--- config.mk ---
export PLATFORM = sky130hd
export DESIGN_NAME = hr_param_mux_top
export DESIGN_NICKNAME = d
export VERILOG_FILES = /design/src/rtl/hr_mux_pkg.sv /design/src/rtl/prbs7_par_gen.sv /design/src/rtl/hr_param_mux_top.sv
export SDC_FILE = /design/constraint.sdc
export NUM_CORES = 1
export LEC_CHECK = 0
export CAP_MARGIN = 25
export CORE_MARGIN = 5
export CORE_UTILIZATION = 35
export CTS_CLUSTER_DIAMETER = 40
export DETAILED_ROUTE_END_ITERATION = 8
export GPL_ROUTABILITY_DRIVEN = 0
export SYNTH_ARGS = -nofsm -noshare
export SYNTH_HDL_FRONTEND = slang
export SYNTH_SLANG_ARGS = --single-unit
export TNS_END_PERCENT = 20
--- constraint.sdc ---
create_clock -name clk -period 2.5 [get_ports clk]
set_clock_uncertainty 0.15 [all_clocks]
set_input_delay 0.375 -clock clk [delete_from_list [all_inputs] [get_ports clk]]
set_output_delay 0.375 -clock clk [all_outputs]
set_load 0.05 [all_outputs]
--- src/rtl/hr_mux_pkg.sv ---
// Shared types and constants for the half-rate parametric serialiser.
package hr_mux_pkg;

  // Source selected at each word-capture edge.
  typedef enum logic [1:0] {
    ModeData    = 2'b00,
    ModePrbs7   = 2'b01,
    ModeClkPat  = 2'b10,
    ModeSquelch = 2'b11
  } mode_e;

  // x^7 + x^6 + 1: feedback is state[6] ^ state[5].
  localparam logic [6:0] Prbs7Taps = 7'h60;
  localparam logic [6:0] Prbs7Seed = 7'h7F;

  // Legal when DIN_W / DOUT_W is an exact power of two, at least 2.
  function automatic bit ratio_legal(int unsigned din_w, int unsigned dout_w);
    int unsigned r;
    if (dout_w == 0) return 1'b0;
    if ((din_w % dout_w) != 0) return 1'b0;
    r = din_w / dout_w;
    if (r < 2) return 1'b0;
    return ((r & (r - 1)) == 0);
  endfunction

endpackage

--- src/rtl/prbs7_par_gen.sv ---
// Parallel PRBS7 generator: presents the next W sequence bits and advances W steps when enabled.
module prbs7_par_gen
  import hr_mux_pkg::*;
#(
  parameter int unsigned W = 16
) (
  input  logic         clk,
  input  logic         rst,
  input  logic         en,
  output logic [W-1:0] bits
);

  logic [6:0] state_q;
  logic [6:0] state_adv;

  // Unroll W serial LFSR steps; bit i of the output is the i-th generated bit.
  always_comb begin
    logic [6:0] s;
    logic       b;
    bits = '0;
    s    = state_q;
    b    = 1'b0;
    for (int i = 0; i < int'(W); i++) begin
      b       = ^(s & Prbs7Taps);
      bits[i] = b;
      s       = {s[5:0], b};
    end
    state_adv = s;
  end

  // State register; an all-zero lock-up state is replaced by the seed.
  always_ff @(posedge clk) begin
    if (rst) begin
      state_q <= Prbs7Seed;
    end else if (state_q == 7'h00) begin
      state_q <= Prbs7Seed;
    end else if (en) begin
      state_q <= state_adv;
    end
  end

endmodule

--- src/rtl/hr_param_mux_top.sv ---
// Parametric DIN_W:DOUT_W serialiser feeding a downstream 2:1 half-rate stage.
module hr_param_mux_top
  import hr_mux_pkg::*;
#(
  parameter int unsigned DIN_W     = 16,
  parameter int unsigned DOUT_W    = 4,
  parameter bit          MSB_FIRST = 1'b0
) (
  input  logic              clk,
  input  logic              rst,
  input  logic [DIN_W-1:0]  din,
  input  logic [1:0]        mode,
  output logic              clk_prbs,
  output logic              load,
  output logic [DOUT_W-1:0] dout
);

  localparam int unsigned Ratio = DIN_W / DOUT_W;
  localparam int unsigned CntW  = (Ratio > 1) ? $clog2(Ratio) : 1;
  localparam logic [CntW-1:0] CntMax  = CntW'(Ratio - 1);
  localparam logic [CntW-1:0] CntHalf = CntW'(Ratio / 2);

  if (!ratio_legal(DIN_W, DOUT_W)) begin : g_bad_ratio
    $error("hr_param_mux_top: DIN_W/DOUT_W must be a power of two >= 2");
  end

  logic [CntW-1:0]   cnt;
  logic [CntW-1:0]   cnt_next;
  logic [DIN_W-1:0]  shadow;
  logic [DIN_W-1:0]  src;
  logic [DIN_W-1:0]  prbs_bits;
  logic [DIN_W-1:0]  clk_pat;
  logic [DOUT_W-1:0] slice;
  logic              cap;
  logic              prbs_en;
  mode_e             mode_s;

  // Even slices all-ones, odd slices all-zeros, so the lane toggles every cycle.
  for (genvar s = 0; s < int'(Ratio); s++) begin : g_clk_pat
    assign clk_pat[s*DOUT_W +: DOUT_W] = ((s % 2) == 0) ? {DOUT_W{1'b1}} : {DOUT_W{1'b0}};
  end

  prbs7_par_gen #(
    .W (DIN_W)
  ) u_prbs (
    .clk  (clk),
    .rst  (rst),
    .en   (prbs_en),
    .bits (prbs_bits)
  );

  // Capture decode, slot advance and source selection.
  always_comb begin
    mode_s   = mode_e'(mode);
    cap      = (cnt == CntMax);
    cnt_next = cap ? '0 : cnt + CntW'(1);
    prbs_en  = cap && (mode_s == ModePrbs7);
    src      = '0;
    unique case (mode_s)
      ModeData:    src = din;
      ModePrbs7:   src = prbs_bits;
      ModeClkPat:  src = clk_pat;
      ModeSquelch: src = '0;
      default:     src = '0;
    endcase
  end

  // Pick the slice for the current slot from the word already held in shadow.
  always_comb begin
    logic [CntW-1:0] idx;
    idx   = MSB_FIRST ? (CntMax - cnt) : cnt;
    slice = '0;
    for (int s = 0; s < int'(Ratio); s++) begin
      if (idx == CntW'(s)) slice = shadow[s*DOUT_W +: DOUT_W];
    end
  end

  // All datapath state and registered outputs.
  always_ff @(posedge clk) begin
    if (rst) begin
      cnt      <= '0;
      shadow   <= '0;
      dout     <= '0;
      load     <= 1'b0;
      clk_prbs <= 1'b0;
    end else begin
      cnt      <= cnt_next;
      dout     <= slice;
      load     <= cap;
      clk_prbs <= (cnt_next < CntHalf);
      if (cap) shadow <= src;
    end
  end

endmodule

**After elaboration in Yosys (flattened, before gate mapping)**

Cells that the tools add are included.

- Bits in registers: 31
- Input port bits: 20
- Output and inout bits: 6

- Add/subtract/negate cells: 1
- Order comparisons: 1
- Equal/unequal tests: 6
- Multiplexer cells: 6
- Reduce and logical (&&, ||, !) cells: 21

Operators with widths:

| kind | count |
|---|---|
| $reduce_xor 7->1 | 16 |
| $pmux 16 s4 | 1 |
| $mux 4 | 4 |
| $eq 2x2->1 const B | 4 |
| $logic_not 7->1 | 1 |
| $eq 2x1->1 const B | 2 |
| $logic_not 2->1 | 2 |
| $add 2x1->2 const B | 1 |
| $lt 2x2->1 const B | 1 |
| $mux 2 | 1 |
| $reduce_or 2->1 | 1 |
| $logic_and 1x1->1 | 1 |

**Logic depth before layout (Yosys ltp)**

- Word-level depth: 5
- Mapped depth: 7

**Modules after synthesis**

A second synthesis with hierarchy kept.

- Cells, all modules: 173
- Area, all modules: 1601.5 um^2

By module, submodules not included:

| module | times used | cells each | area each (um^2) | seq. area each (um^2) |
|---|---|---|---|---|
| hr_param_mux_top | 1 | 121 | 1102.3 | 480.5 |
| prbs7_par_gen | 1 | 52 | 499.2 | 140.1 |

**Worst setup path after synthesis**

OpenSTA, ideal clock, no wires.

- Path kind: reg2reg
- From: reg u_prbs.state_q[0]
- To: reg u_prbs.state_q[3]
- Data arrival time: 1.309 ns
- Slack: 0.905 ns
- Stages on the path, launching flop included: 7
- Path buffers: 1
- Cell sequence: dfxtp_1 -> buf_2 -> inv_1 -> ha_1 -> xnor3_1 -> mux2i_1 -> nand2_1

- Longest elaborated chain between the ends: 2

Ends and longest elaborated chain:

| what | line | source |
|---|---|---|
| from (decl) | prbs7_par_gen.sv:13 | `logic [6:0] state_q;` |
| from (signal assigned) | prbs7_par_gen.sv:34 | `state_q <= Prbs7Seed;` |
| from (signal assigned) | prbs7_par_gen.sv:36 | `state_q <= Prbs7Seed;` |
| from (signal assigned) | prbs7_par_gen.sv:38 | `state_q <= state_adv;` |
| $reduce_xor 7->1 or $logic_not 7->1 (tied branches) | prbs7_par_gen.sv:24, prbs7_par_gen.sv:35 |  |
| $reduce_xor 7->1 or $reduce_or 2->1 (tied branches) | - |  |

Parallel ways exist; a longest one is shown, timed or not.
A chain may end at the register's enable or synchronous reset.

**Worst setup path after layout**

- From: reg dout[1]
- To: out dout[1]

RTL lines:

| what | line | source |
|---|---|---|
| from (decl) | hr_param_mux_top.sv:15 | `output logic [DOUT_W-1:0] dout` |
| from (signal assigned) | hr_param_mux_top.sv:88 | `dout <= slice;` |

No word-level cell between the ends.

==> results.md <==
Status:
- The run finished with clean final reports.

Global route:
- Global routing finished with a remaining overflow of 0.
- For this run, the total global-route usage over all layers was measured as 0.1313.
- The maximum number of pins on one net before global-route repair is 30.
- The initial antenna violation count is 0.
- The first-pass GRT wire length is 6299 um.
- The number of global-route vias before repair is 1303.

Worst setup path:
- Among cell families on the critical path, the largest total delay comes from buffers and inverters.
- Traced cell by cell, the critical path runs through clkdlybuf4s50_1.
- The slowest stage cell on the critical path is sky130_fd_sc_hd__clkdlybuf4s50_1.
- The critical path required time is 1980 ps.
- STA classifies the critical path startpoint as a register.
- The delay of the slowest cell on the worst path is 790 ps.
- The arrival time at the worst endpoint is 1370 ps.
- The buffering stage count on the worst path with inverters included is 1.
- The maximum fanout count along the critical path is 1.
- The critical path endpoint category is a primary output.
- The kind of critical path is reg2out.

Synthesis:
- Counting every instance in the synthesized netlist gives 186.
- The share of the Yosys chip area taken by registers is 0.3851.
- For this run, the number of Yosys warnings is 0.
- In this run, distinct cell masters in the synthesized netlist total 32.
- In the synthesized netlist the dominant register cell turns out to be sky130_fd_sc_hd__dfxtp_1.
- The cell accounting for the most synthesized area is sky130_fd_sc_hd__dfxtp_1.
- The synthesized area divided by synthesized cell count is 8.664 um2.
- sky130_fd_sc_hd__dfxtp_1 is the most common cell in the netlist.
- Ranked by total cell area, the synthesized netlist is headed by sky130_fd_sc_hd__dfxtp_1 (39%), sky130_fd_sc_hd__ha_1 (5.4%), sky130_fd_sc_hd__nor2b_1 (5.0%).
- The synthesized netlist occupies a cell area of 1612 um2.
- The post-synth net total is 213.
- By count the netlist is led by sky130_fd_sc_hd__dfxtp_1 (31), sky130_fd_sc_hd__nor2_1 (18), sky130_fd_sc_hd__nand2_1 (15), sky130_fd_sc_hd__nor2b_1 (13), sky130_fd_sc_hd__a21oi_1 (12).
- After synthesis, the share of flip-flops with an asynchronous set or reset is 0.
- Yosys mapped a number of flops with a built-in enable equal to 0.
- Of the post-synthesis cell area, the dominant cell type holds 0.3851.
- The synthesized design contains 31 register bits.

Timing:
- The smallest clock period supported by the final layout is computed as 1899 ps.
- Static timing analysis puts the maximum clock frequency at 0.5265 GHz.
- At the pin with the least slew margin, the transition time is 611.4 ps.
- Setup violations remaining at the end of the flow were counted as 0.
- Setup repair after global routing left no endpoint under its margin.
- Across all setup checks in the final design, the least slack found is 600.6 ps.
- The worst-case hold slack is 323.9 ps.
- The worst max-slew margin expressed relative to the limit is 0.5871.
- The number of hold violations in the final report is 0.
- The max-slew violation count came to 0.
- The total negative slack for setup checks is 0 ps.
- The share of the cycle needed by the critical path after routing is 0.7598.

Floorplanning:
- The floorplan has 24 rows.
- Measured along the y axis, the die boundary spans 77.86 um.
- The initial utilization of the core area, before any placement, comes to 0.3651.
- The placeable core area is 4414 um2.
- In this run the horizontal extent of the chip is 77.86 um.
- For this design the top-level I/O count stands at 26.
- The area of the die is 6061 um2.

Drt:
- In the final routed layout, each cell accounts on average for 14.43 um.
- The first-pass iteration count of the detailed router is 4.
- The first routing iteration left 100 violations.
- The number of vias after detailed routing is 1339.
- The final layout contains routed wiring with a total length of 3780 um.
- Using the TritonRoute via totals, the vias-per-cell ratio works out to 5.111.
- The final routed DRC violation total is 0.
- The antenna violation net count after detailed routing is 0.

Cells and area:
- The area added between synthesis and finish is 23.52%.
- The net count reported at finish is 238.
- The fraction of the core area covered by cells at the end of the flow is 0.4510.
- The filler cells instantiated in the layout total 456.
- The repair_antennas step left the layout with diodes totalling 0.
- The post-route non-filler standard cell count is 262.
- The post-route cell area is 1991 um2.
- Of the cells placed in the final design, the portion with a size suffix greater than 1 is 0.08095.

Hold path:
- The worst hold path belongs to the class reg2reg.

Placement:
- The number of port buffers is 25.
- Including well taps, the total number of placed cells is 256.
- The total cell area at the placement stage is 1918 um2.
- Prior to clock tree synthesis, the placed netlist has a worst setup slack of 409.1 ps.
- Detailed placement finished with a half-perimeter wire length of 2796 um.

Power:
- IR analysis of the VDD net gives a maximum drop of 0.0002629 V.
- The overall power is 1.102 mW.
- In this run the static leakage power is 0.8105 nW.
- Power spread over the standard cell area amounts to 553.7 nW/um2.

CTS:
- The total number of clock tree sinks is 31.
- The count of instances resized after the clock tree is built is 0.
- The clock-pin transition on the worst setup and hold timing paths is 60 ps.
- The number of setup buffers added after CTS is 0.
- The post-cts hold buffer count is 0.
- The clock tree buffer depth is 2.
- The later pin in the worst-skew pair is clocked with a latency of 280 ps.
- The clock tree root buffer cell is sky130_fd_sc_hd__clkbuf_8.
- TritonCTS built the clock tree.
- Clock tree synthesis inserted a total of 5 buffers.
- The clock tree synthesis step divided the H-tree into 2 levels.

Run:
- Max-cap violations in this run came to 0.
## flip-flops by register name, indices dropped and copies added (netlist names)
name            cells
clk_prbs            1
u_prbs.state_q      7
shadow             16
dout                4
cnt                 2
load                1
## final cells by class
type | count | area, um2 | share of cell area
clock buffers | 6 | 72.57 | 0.03646
inverters | 11 | 41.29 | 0.02074
multi-input cells | 131 | 895.9 | 0.4500
flip-flops and latches | 31 | 620.6 | 0.3118
well taps | 52 | 65.06 | 0.03268
repair buffers | 31 | 295.3 | 0.1483
## layer usage
metal	vias to the layer above	part of all wire	GRT usage
met3	11	0.047	0.03009
met2	34	0.45	0.1945
met5	-	0	0
li1	684	-	-
met4	0	0.030	0.06873
met1	610	0.48	0.1764
## power breakdown
part	internal [mW]	total (mW)	switching [mW]	leakage [nW]
combinational	0.0981	0.215	0.117	0.522
clock	0.185	0.356	0.171	0.0371
sequential	0.517	0.531	0.0136	0.252
total	0.800	1.10	0.302	0.811
## path summary, 6_finish.rpt
check,depth (start not counted),from,slack (ps),endpoint
hold / removal,2,shadow[1],320,shadow[1]
setup reg to reg,5,u_prbs.state_q[0],680,u_prbs.state_q[3]
hold reg to reg,2,shadow[1],320,shadow[1]
setup / recovery,1,dout[1],600,dout[1]
## cells in the final DEF, fill, tap and decap left out, drive strengths merged, types with 2 or more instances in the layout
cell type	n
a211oi	2
a21oi	13
a221oi	4
buf	6
clkbuf	6
clkdlybuf4s50	25
dfxtp	31
ha	7
inv	11
mux2	2
mux2i	6
nand2	15
nand2b	6
nor2	18
nor2b	13
o211ai	8
o21ai	9
o311ai	3
o32ai	4
or2	2
xnor2	9
xor2	3
## worst reg2reg max path, cell delays in order, from the launching register on
cell and delay, ps:
sky130_fd_sc_hd__dfxtp_1 490, sky130_fd_sc_hd__inv_1 80, sky130_fd_sc_hd__ha_1 350, sky130_fd_sc_hd__xnor3_1 410
sky130_fd_sc_hd__mux2i_1 140, sky130_fd_sc_hd__nand2_1 60
## kinds of logic (layout without fill, tap and decap cells)
kind of cell | Yosys count | after routing | synth area share
xor gates and xnor gates | 13 | 13 | 0.08852
buffers and inverters | 24 | 48 | 0.05901
muxes | 8 | 8 | 0.05124
and+or+nand+nor | 55 | 55 | 0.1615
DFF | 31 | 31 | 0.3851
adders and majority gates | 7 | 7 | 0.05435
AOI/OAI and AO/OA | 48 | 48 | 0.2003
Power figures use the tool's default switching activity.
